## src/rtl/cog_vid_pkg.sv

```systemverilog
// Shared definitions for the cog video shift unit: register field positions,
// FSM states, pixel modes and the pixel-register shift helper.
package cog_vid_pkg;

  localparam int VCFG_EN_HI    = 30;
  localparam int VCFG_EN_LO    = 29;
  localparam int VCFG_MODE_BIT = 28;
  localparam int VCFG_GRP_HI   = 10;
  localparam int VCFG_GRP_LO   = 9;
  localparam int VCFG_MASK_HI  = 7;
  localparam int VCFG_MASK_LO  = 0;
  localparam int VSCL_PC_LO    = 12;

  localparam int PIX_PER_FRAME_2BPP = 16;
  localparam int PIX_PER_FRAME_1BPP = 32;

  typedef enum logic [1:0] {
    IDLE = 2'd0,
    LOAD = 2'd1,
    RUN  = 2'd2
  } state_t;

  typedef enum logic {
    MODE_2BPP = 1'b0,
    MODE_1BPP = 1'b1
  } mode_t;

  function automatic logic [31:0] shift_pixels(input logic [31:0] pix, input mode_t mode);
    return (mode == MODE_1BPP) ? (pix >> 1) : (pix >> 2);
  endfunction

endpackage

```

## src/rtl/cog_vid_pixsel.sv

```systemverilog
// Combinational colour lookup: pixel index -> colour byte, masked and placed
// on the selected 8-bit pin group.
module cog_vid_pixsel
  import cog_vid_pkg::*;
(
  input  logic [1:0]  idx,
  input  mode_t       mode,
  input  logic [31:0] colors,
  input  logic [7:0]  mask,
  input  logic [1:0]  group,
  output logic [31:0] pin_word
);

  logic [1:0] sel;
  logic [7:0] byte_val;

  // 1bpp only ever reaches colour bytes 0 and 1.
  assign sel      = (mode == MODE_1BPP) ? {1'b0, idx[0]} : idx;
  assign byte_val = colors[{sel, 3'b000} +: 8] & mask;
  assign pin_word = {24'h0, byte_val} << {group, 3'b000};

endmodule

```

## src/rtl/cog_vid_lite.sv

```systemverilog
// Cog video shift unit: buffers WAITVID longs and serialises them onto a pin
// group on each pll_tick. Optional macro COG_VID_UNDERRUN_EN adds underrun_cnt.
module cog_vid_lite
  import cog_vid_pkg::*;
#(
  parameter int PIX_W = 8,
  parameter int FRM_W = 12
) (
  input  logic        clk_cog,
  input  logic        rst,
  input  logic        ena,
  input  logic        setvcfg,
  input  logic        setvscl,
  input  logic [31:0] data,
  input  logic        pll_tick,
  input  logic        waitvid,
  input  logic [31:0] colors,
  input  logic [31:0] pixels,
  output logic        ack,
  output logic [31:0] pin_out,
  output logic        busy
`ifdef COG_VID_UNDERRUN_EN
  ,
  output logic [7:0]  underrun_cnt
`endif
);

  logic [1:0]       en_q;
  mode_t            mode_q;
  logic [1:0]       grp_q;
  logic [7:0]       mask_q;
  logic [PIX_W-1:0] pc_q, pcnt;
  logic [FRM_W-1:0] fc_q, fcnt;

  logic        buf_full;
  logic [31:0] buf_colors, buf_pixels;
  logic [31:0] colors_q, pix_save, pix_sh;

  state_t      state, state_n;
  logic        do_load, do_run, disable_wr, pix_last;
  logic [31:0] ld_colors, ld_pixels, pix_next, sel_colors, pin_word;

  logic unused_data;
  assign unused_data = ^data;

  assign disable_wr = setvcfg && (data[VCFG_EN_HI:VCFG_EN_LO] == 2'b00);
  assign pix_last   = (pcnt == PIX_W'(1));
  assign busy       = (state != IDLE);
  assign ack        = waitvid && !buf_full && ena && !rst;

  // An empty buffer at LOAD replays the previous frame's longs.
  assign ld_colors = buf_full ? buf_colors : colors_q;
  assign ld_pixels = buf_full ? buf_pixels : pix_save;

  always_ff @(posedge clk_cog or posedge rst) begin
    if (rst)       state <= IDLE;
    else if (!ena) state <= IDLE;
    else           state <= state_n;
  end

  always_comb begin
    // NOTE: every comb output gets a default first so no path infers a latch.
    state_n = state;
    do_load = 1'b0;
    do_run  = 1'b0;
    case (state)
      IDLE: if (pll_tick && (en_q != 2'b00)) state_n = LOAD;
      LOAD: if (pll_tick) begin
        do_load = 1'b1;
        state_n = RUN;
      end
      RUN:  if (pll_tick) begin
        if (fcnt == FRM_W'(1)) do_load = 1'b1;
        else                   do_run  = 1'b1;
      end
      default: state_n = IDLE;
    endcase
    if (disable_wr) begin
      state_n = IDLE;
      do_load = 1'b0;
      do_run  = 1'b0;
    end
  end

  always_comb begin
    pix_next   = pix_sh;
    sel_colors = colors_q;
    if (do_load) begin
      pix_next   = ld_pixels;
      sel_colors = ld_colors;
    end else if (pix_last) begin
      pix_next = shift_pixels(pix_sh, mode_q);
    end
  end

  cog_vid_pixsel u_pixsel (
    .idx      (pix_next[1:0]),
    .mode     (mode_q),
    .colors   (sel_colors),
    .mask     (mask_q),
    .group    (grp_q),
    .pin_word (pin_word)
  );

  always_ff @(posedge clk_cog or posedge rst) begin
    if (rst) begin
      en_q <= '0; mode_q <= MODE_2BPP; grp_q <= '0; mask_q <= '0;
      pc_q <= '0; fc_q <= '0; pcnt <= '0; fcnt <= '0;
      buf_full <= 1'b0; buf_colors <= '0; buf_pixels <= '0;
      colors_q <= '0; pix_save <= '0; pix_sh <= '0; pin_out <= '0;
    end else if (!ena) begin
      en_q <= '0; mode_q <= MODE_2BPP; grp_q <= '0; mask_q <= '0;
      pc_q <= '0; fc_q <= '0; pcnt <= '0; fcnt <= '0;
      buf_full <= 1'b0; buf_colors <= '0; buf_pixels <= '0;
      colors_q <= '0; pix_save <= '0; pix_sh <= '0; pin_out <= '0;
    end else begin
      if (setvcfg) begin
        en_q   <= data[VCFG_EN_HI:VCFG_EN_LO];
        mode_q <= mode_t'(data[VCFG_MODE_BIT]);
        grp_q  <= data[VCFG_GRP_HI:VCFG_GRP_LO];
        mask_q <= data[VCFG_MASK_HI:VCFG_MASK_LO];
      end
      if (setvscl) begin
        pc_q <= data[VSCL_PC_LO +: PIX_W];
        fc_q <= data[FRM_W-1:0];
      end

      // ack implies the buffer was empty, so a same-cycle LOAD saw no data.
      if (ack) begin
        buf_colors <= colors;
        buf_pixels <= pixels;
        buf_full   <= 1'b1;
      end else if (do_load) begin
        buf_full <= 1'b0;
      end

      if (do_load) begin
        colors_q <= ld_colors;
        pix_save <= ld_pixels;
        pix_sh   <= pix_next;
        pcnt     <= pc_q;
        fcnt     <= fc_q;
      end else if (do_run) begin
        fcnt   <= fcnt - FRM_W'(1);
        pix_sh <= pix_next;
        pcnt   <= pix_last ? pc_q : (pcnt - PIX_W'(1));
      end

      if (disable_wr)             pin_out <= '0;
      else if (do_load || do_run) pin_out <= pin_word;
    end
  end

`ifdef COG_VID_UNDERRUN_EN
  always_ff @(posedge clk_cog or posedge rst) begin
    if (rst)                  underrun_cnt <= '0;
    else if (!ena || setvcfg) underrun_cnt <= '0;
    else if (do_load && (state == RUN) && !buf_full && (underrun_cnt != 8'hFF))
      underrun_cnt <= underrun_cnt + 8'd1;
  end
`endif

endmodule

```

## config.mk

```make
export PLATFORM = sky130hd
export DESIGN_NAME = cog_vid_lite
export DESIGN_NICKNAME = d
export VERILOG_FILES = /design/src/rtl/cog_vid_pkg.sv /design/src/rtl/cog_vid_pixsel.sv /design/src/rtl/cog_vid_lite.sv
export SDC_FILE = /design/constraint.sdc
export NUM_CORES = 1
export LEC_CHECK = 0
export BUFFER_PORTS_ARGS = -buffer_cell sky130_fd_sc_hd__buf_2
export CAP_MARGIN = 20
export CORE_MARGIN = 2
export CORE_UTILIZATION = 54
export CTS_CLUSTER_DIAMETER = 100
export DETAILED_ROUTE_END_ITERATION = 7
export GPL_TIMING_DRIVEN = 0
export PLACE_DENSITY = 0.77
export RECOVER_POWER = 50
export SYNTH_ARGS = -nofsm -noshare
export SYNTH_HDL_FRONTEND = slang
export SYNTH_HIERARCHICAL = 1
export SYNTH_SLANG_ARGS = --single-unit
```

## constraint.sdc

```tcl
create_clock -name clk_cog -period 10.39 [get_ports clk_cog]
set_clock_uncertainty 0.1 [all_clocks]
set_input_delay 2.078 -clock clk_cog [delete_from_list [all_inputs] [get_ports clk_cog]]
set_output_delay 2.078 -clock clk_cog [all_outputs]
set_load 0.01 [all_outputs]
```

==> results.tsv, run 1 <==
metric	value	unit
min-delay src	pix_sh[0]$_DFFE_PP0P_	
pwr dens	147	nW/um^2
count of cell types in the netlist	62	
r2r endpoint	pin_out[8]$_DFFE_PP0P_	
drt via density	5.68	
DR DRC count	0	
Routed Antenna Nets	0	
core area	23300	um^2
worst rel slew slack	-48.5	%
top area cells in the synthesized netlist	dfrtp_1 (49%), nand2_1 (8.7%), mux2_2 (8.1%), mux2i_1 (6.3%), a21oi_1 (3.9%)	
CTS tree	yes	
Yosys reg bits	248	
Post-Route WL	32.2	mm
Reg2Reg Depth	15	
leakage power	6.95	nW
minimum clock period	7.06	ns
Hold Path Class	reg2reg	
row cnt	56	
final worst-path cycle share	67.9	%
DP Worst Slack	3.56	ns
vias in the first global route	10000	
Initial Util	54.6	%
overall power	0.00215	W
Area after DPL	13900	um^2
PnR worst setup slack	3.33	ns
First-pass DRT Iterations	5	
nets@finish	1558	
die area	24800	um^2
Crit Reg-Reg Startpoint	state[0]$_DFFE_PP0P_	
global route overflow	0	
post-synthesis sequential area ratio	48.7	%
Yosys top cell area share	48.7	%
violated checks	capacitance limit, slew limit	
RSZ-0062 raised after global routing	false	
DP HPWL	23.2	mm
# setup viols final	0	
worst-path cell chain	buf_2, clkinvlp_2, buf_12, and4_1, clkbuf_1, clkbuf_1, buf_2	
Crit path largest cell delay	0.71	ns
I/O Buffers	125	
Max Cap Violations	5	
Clk Latency, worst-skew pair	0.54	ns
Fmax achieved	142	MHz
Cells after DPL	1738	
Vert. Die Dim	158	um
slack of the worst reg-to-reg path	6.92	ns
setup TNS	0	ns
Setup Fix Bufs, Post-CTS	0	
via count	10100	
htree depth	1	
area grow syn2layout	15.3	%
FILL cells	1904	
Gate Count Post-Synth	1288	
WHS Endpoint	pix_sh[0]$_DFFE_PP0P_	
CTS buffer count	27	
clk sinks	248	
worst-margin pin slew	2.23	ns
FFs w/ async S/R, synth	100	%
startpoint types	primary input	
WHS Path Cells	1	
Die W	158	um
top_reg_cell synth	dfrtp_1	
syn nets	1398	
Cell Count, Final, Fillers Out	1785	
initial antenna violation count	0	
Post-synth EDFFs	0	
status	finished, violations left	
clock buffer depth	3	
total global-route track usage	26.3	%
CTS clk-pin slew, worst paths	0.06	ns
largest area contributor in the netlist	dfrtp_1	
fin area	14700	um^2
pin count of the biggest net entering global routing	44	
critical path class	in2out	
Mean Syn Cell Area	9.89	um^2
Root Buffer	clkbuf_16	
wire per inst	18.1	um
drt initial violations	667	
n_diodes	0	
global-route wire length before repair	51.9	mm
ratio of cells with drive above 1 in the final layout	23.2	%
Slew Limit Fails	193	
Synth Cell Area	12700	um^2
Fin. Hold Viols	0	
Critical Path End Type	primary output	
most frequent cells in the layout	nand2_1 (295), dfrtp_1 (248), buf_2 (144)	
commonest non-fill, non-tap cell in the layout	nand2_1	
Crit path required time	8.21	ns
arrival time at the worst endpoint	4.88	ns
IO Pins	137	
highest fanout seen on the critical path	43	
Synth warnings	6	
peak supply drop	0.000143	V
RePlAce Congestion	0.897	
Hold-fix buffers, CTS	0	
Critical-path top delay cell	clkbuf_1	
# resized after CTS	0	
## how the worst max path moves through the flow
stage	startpoint	cells past startpoint	end	slack, ns
finish	rst	7	ack	3.33
global route	rst	7	ack	3.07
CTS	rst	7	ack	3.55
detailed placement	rst	7	ack	3.56
global placement	rst	6	ack	-1.44
floorplan	rst	4	ack	1.09
## per-layer routing
metal	up-vias	global-route usage (%)	routed length, um
met5	-	0	0
met3	55	4.00	1900
met2	323	43.3	15500
met1	5021	36.2	14000
li1	4743	-	-
met4	0	8.35	841
## cells in the mapped netlist (10+ instances only)
master / number
nand2_1: 295
dfrtp_1: 248
a21oi_1: 100
mux2_2: 92
mux2i_1: 80
o21ai_0: 79
clkbuf_1: 56
nor2_1: 51
nand3_1: 42
and2_1: 37
mux2_4: 28
buf_2: 22
inv_1: 15
nor3_1: 15
mux2_1: 10
nand3_2: 10
## logic make-up after synthesis
group,count (synthesis),synth area share (%)
compound gates,225,10.5
buf+inv,112,4.39
xor+xnor,3,0.206
simple gates,483,16.9
mux,210,18.6
fa+ha+maj,7,0.688
flops,248,48.7
## critical path, delay by kind of cell
kind | cells | cell delay (ns)
buf+inv | 6 | 2.39
simple gates | 1 | 0.38
## final cells by class
| class | instances | area, um^2 | area share [%] |
|---|---|---|---|
| buffer | 96 | 499 | 3.40 |
| clock buffer | 38 | 757 | 5.15 |
| clock inverter | 9 | 133 | 0.903 |
| inverter | 16 | 61.3 | 0.417 |
| multi-input combinational | 928 | 5970 | 40.7 |
| sequential | 248 | 6210 | 42.2 |
| tap | 319 | 399 | 2.72 |
| timing repair buffer | 131 | 661 | 4.50 |
## metrics by stage
stage          utilization, %  hold slack [ns]
2_1_floorplan               -            0.366
3_3_place_gp             59.0            0.383
3_5_place_dp             59.5            0.390
4_1_cts                  63.3            0.404
5_1_grt                  63.0            0.431
6_report                 63.0            0.408
## state kept, by name, summed over array words and instances, names as in the netlist, 2 cells and up
register	flops
buf_colors	32
buf_pixels	32
colors_q	32
en_q	2
fc_q	12
fcnt	12
grp_q	2
mask_q	8
pc_q	8
pcnt	8
pin_out	32
pix_save	32
pix_sh	32
state	2
## report_power, final
group | total, W | internal (W) | switching (W)
combinational | 0.000171 | 0.0000607 | 0.000110
sequential | 0.00101 | 0.000990 | 0.0000193
clock | 0.000974 | 0.000581 | 0.000393
total | 0.00215 | 0.00163 | 0.000522
No activity file was read; power rests on OpenSTA's default activity.
==> inputs of run 2 (changes only) <==
Settings changed: ABC_AREA set to 1, CORE_UTILIZATION 54 to 55, PLACE_DENSITY 0.77 to 0.75.
Clock period 10.39 ns to 6.9 ns, I/O delays scaled along.
==> run 2 against run 1 <==
The run still ends with capacitance limit, slew limit left. Wire length up 15%. Hold slack got worse by 0.013 ns. Die area up 0.58%. Register-to-register slack lost 3.5 ns. Worst setup slack lost 1.5 ns. Flip-flop and latch count unchanged. Sequential share of layout area decreased by 1.1 points. Combinational power grew to 6.6 times the previous value. Critical path type unchanged. Critical endpoint unchanged. Largest cell class unchanged.
==> results.tsv, run 2 <==
metric	value	unit	change
Die W	158	um	+0.29%
IO Pins	137		unchanged
status	finished, violations left		
combinational share of power	26.7	%	+19 points
core area	23400	um^2	+0.30%
worst-margin pin slew	2.18	ns	-0.0423 ns
area grow syn2layout	15.5	%	
Synth Area in Compound Gates	6.58	%	-3.9 points
largest area contributor in the netlist	dfrtp_1		
Cell Int Power	0.00280	W	+72%
mux contribution to synthesized area	0	%	-19 points
Slew Limit Fails	113		-41%
launch point of the worst path	rst		
Crit path largest cell delay	0.48	ns	-0.23 ns
most frequent cells in the layout	nand2_1 (733), dfrtp_1 (248), nand3_1 (196)		
global-route wire length before repair	59.6	mm	+15%
Gate Count Post-Synth	1807		+40%
Seq pwr share	37.7	%	-9.1 points
RePlAce Congestion	0.988		+10%
Sw Pwr	0.00144	W	+180%
worst rel slew slack	-45.7	%	+2.8 points
DP HPWL	26.6	mm	+14%
final worst-path cycle share	73.4	%	
top_reg_cell synth	dfrtp_1		
Fin. Hold Viols	0		unchanged
Vert. Die Dim	158	um	+0.29%
# setup viols final	0		unchanged
First-pass DRT Iterations	5		unchanged
vias in the first global route	12000		+20%
FFs w/ async S/R, synth	100	%	unchanged
violated checks	capacitance limit, slew limit		
Setup Fix Bufs, Post-CTS	0		unchanged
largest family of logic cells by synthesized area	simple AND/OR/NAND/NOR gates		
I/O Buffers	126		+0.80%
DR DRC count	0		unchanged
drt via density	5.54		-2.5%
Mean Syn Cell Area	7.22	um^2	-27%
drt initial violations	1281		+92%
initial antenna violation count	0		unchanged
syn nets	1917		+37%
via count	12800		+26%
pwr dens	281	nW/um^2	+92%
Yosys top cell area share	47.6	%	-1.2 points
Root Buffer	clkbuf_16		
highest fanout seen on the critical path	41		-4.7%
Critical-path top delay cell	clkinvlp_2		
Crit path required time	5.42	ns	-2.79 ns
RSZ-0062 raised after global routing	false		
top area cells in the synthesized netlist	dfrtp_1 (48%), nand2_1 (21%), nand3_1 (7.5%), nand4_1 (4.5%), a21oi_1 (3.7%)		
critical path class	in2out		
# resized after CTS	0		unchanged
startpoint types	primary input		
post-synthesis sequential area ratio	47.6	%	-1.2 points
pin count of the biggest net entering global routing	42		-4.5%
wire per inst	16.0	um	-11%
FILL cells	2175		+14%
Clk Latency, worst-skew pair	0.54	ns	about the same
minimum clock period	5.07	ns	
hold_ws	0.395	ns	-0.0133 ns
Post-Synth Adder-Cell Area	0.671	%	-0.016 points
leakage power	8.04	nW	+16%
Switching Fraction	34.0	%	+9.7 points
top cells by count, synth	nand2_1 (732), dfrtp_1 (248), nand3_1 (196)		
post-synthesis simple-gate area fraction	36.7	%	+20 points
total global-route track usage	29.7	%	+3.3 points
Routed Antenna Nets	0		unchanged
count of cell types in the netlist	31		-50%
die area	25000	um^2	+0.58%
nets@finish	2079		+33%
Post-Route WL	37.0	mm	+15%
peak supply drop	0.000250	V	+75%
Post-synth EDFFs	0		unchanged
Hold Path Class	reg2reg		
CTS buffer count	27		unchanged
Crit Reg-Reg Startpoint	fcnt[0]$_DFFE_PP0P_		
min-delay src	pix_sh[0]$_DFFE_PP0P_		
most frequent cell after synthesis	nand2_1		
Initial Util	55.8	%	+1.2 points
CTS clk-pin slew, worst paths	0.06	ns	about the same
ratio of cells with drive above 1 in the final layout	12.0	%	-11 points
setup TNS	0	ns	unchanged
PnR worst setup slack	1.83	ns	-1.50 ns
commonest non-fill, non-tap cell in the layout	nand2_1		
Hold-fix buffers, CTS	0		unchanged
row cnt	56		unchanged
Max Cap Violations	4		-1
Synth Cell Area	13100	um^2	+2.5%
htree depth	1		unchanged
Clock power frac	35.6	%	-9.6 points
Yosys reg bits	248		unchanged
clk sinks	248		unchanged
Critical Path End Type	primary output		
Synth warnings	6		unchanged
global route overflow	0		unchanged
arrival time at the worst endpoint	3.59	ns	-1.29 ns
n_diodes	0		unchanged
XOR/XNOR share of the synthesized area	0.537	%	+0.33 points
CTS tree	yes		
worst-path cell chain	buf_2, clkinvlp_2, buf_12, buf_12, buf_12, nand4_1, buf_6, inv_2, buf_6, buf_6, buf_2		
clock buffer depth	3		unchanged
Fmax achieved	197	MHz	
DP Worst Slack	1.96	ns	-1.60 ns
-- run 2: cells by family after synthesis --
group / Yosys count
xor gates and xnor gates: 8
DFF: 248
buffers and inverters: 249
AOI/OAI and AO/OA: 166
adders and majority gates: 7
and+or+nand+nor: 1129
-- run 2: final timing paths --
kind                                           endpoint  slack, ns  cells past startpoint
worst min register to register    pix_sh[0]$_DFFE_PP0P_       0.39                      2
worst max-delay path                                ack       1.83                     11
max in group asynchronous        pix_sh[14]$_DFFE_PP0P_       2.31                      4
worst max register to register  pin_out[28]$_DFFE_PP0P_       3.39                     18
worst min-delay path              pix_sh[0]$_DFFE_PP0P_       0.39                      2
min in group asynchronous       pin_out[29]$_DFFE_PP0P_       0.78                      2
-- run 2: worst max-delay path, delay by kind of cell --
kind,cells,cell delay (ns)
simple gates,1,0.15
buf+inv,10,2.00
-- run 2: metal layers --
metal	vias to the layer above	GRT usage [%]	routed length, um
met4	0	9.35	1210
met5	-	0	0
met2	529	47.2	16800
li1	6134	-	-
met3	81	4.60	2740
met1	6042	42.0	16200
-- run 2: power groups by stage --
stage,Combinational (W),Clock (W),Sequential (W)
global placement,0.00109,0,0.00162
detailed placement,0.00112,0,0.00162
CTS,0.00113,0.00152,0.00160
floorplan,0.000837,0,0.00161
global route,0.00129,0.00157,0.00161
finish,0.00113,0.00151,0.00160
-- run 2: final cells by class --
| type | count | area, um^2 | area share [%] |
|---|---|---|---|
| sequential | 248 | 6210 | 41.2 |
| multi-input combinational | 1310 | 5790 | 38.4 |
| clock buffer | 36 | 779 | 5.17 |
| timing repair buffer | 133 | 694 | 4.61 |
| buffer | 129 | 602 | 3.99 |
| inverter | 120 | 454 | 3.01 |
| tap | 319 | 399 | 2.65 |
| clock inverter | 12 | 146 | 0.971 |
-- run 2: through the flow --
| stage | std cells | cell area, um^2 | utilization (%) | total power [W] |
|---|---|---|---|---|
| finish | 2307 | 15100 | 64.4 | 0.00424 |
| global route | 2307 | 15100 | 64.4 | 0.00447 |
| CTS | 2307 | 15200 | 64.8 | 0.00425 |
| detailed placement | 2259 | 14200 | 60.9 | 0.00274 |
| global placement | 2252 | 14100 | 60.3 | 0.00271 |
| floorplan | 1807 | 13100 | - | 0.00244 |
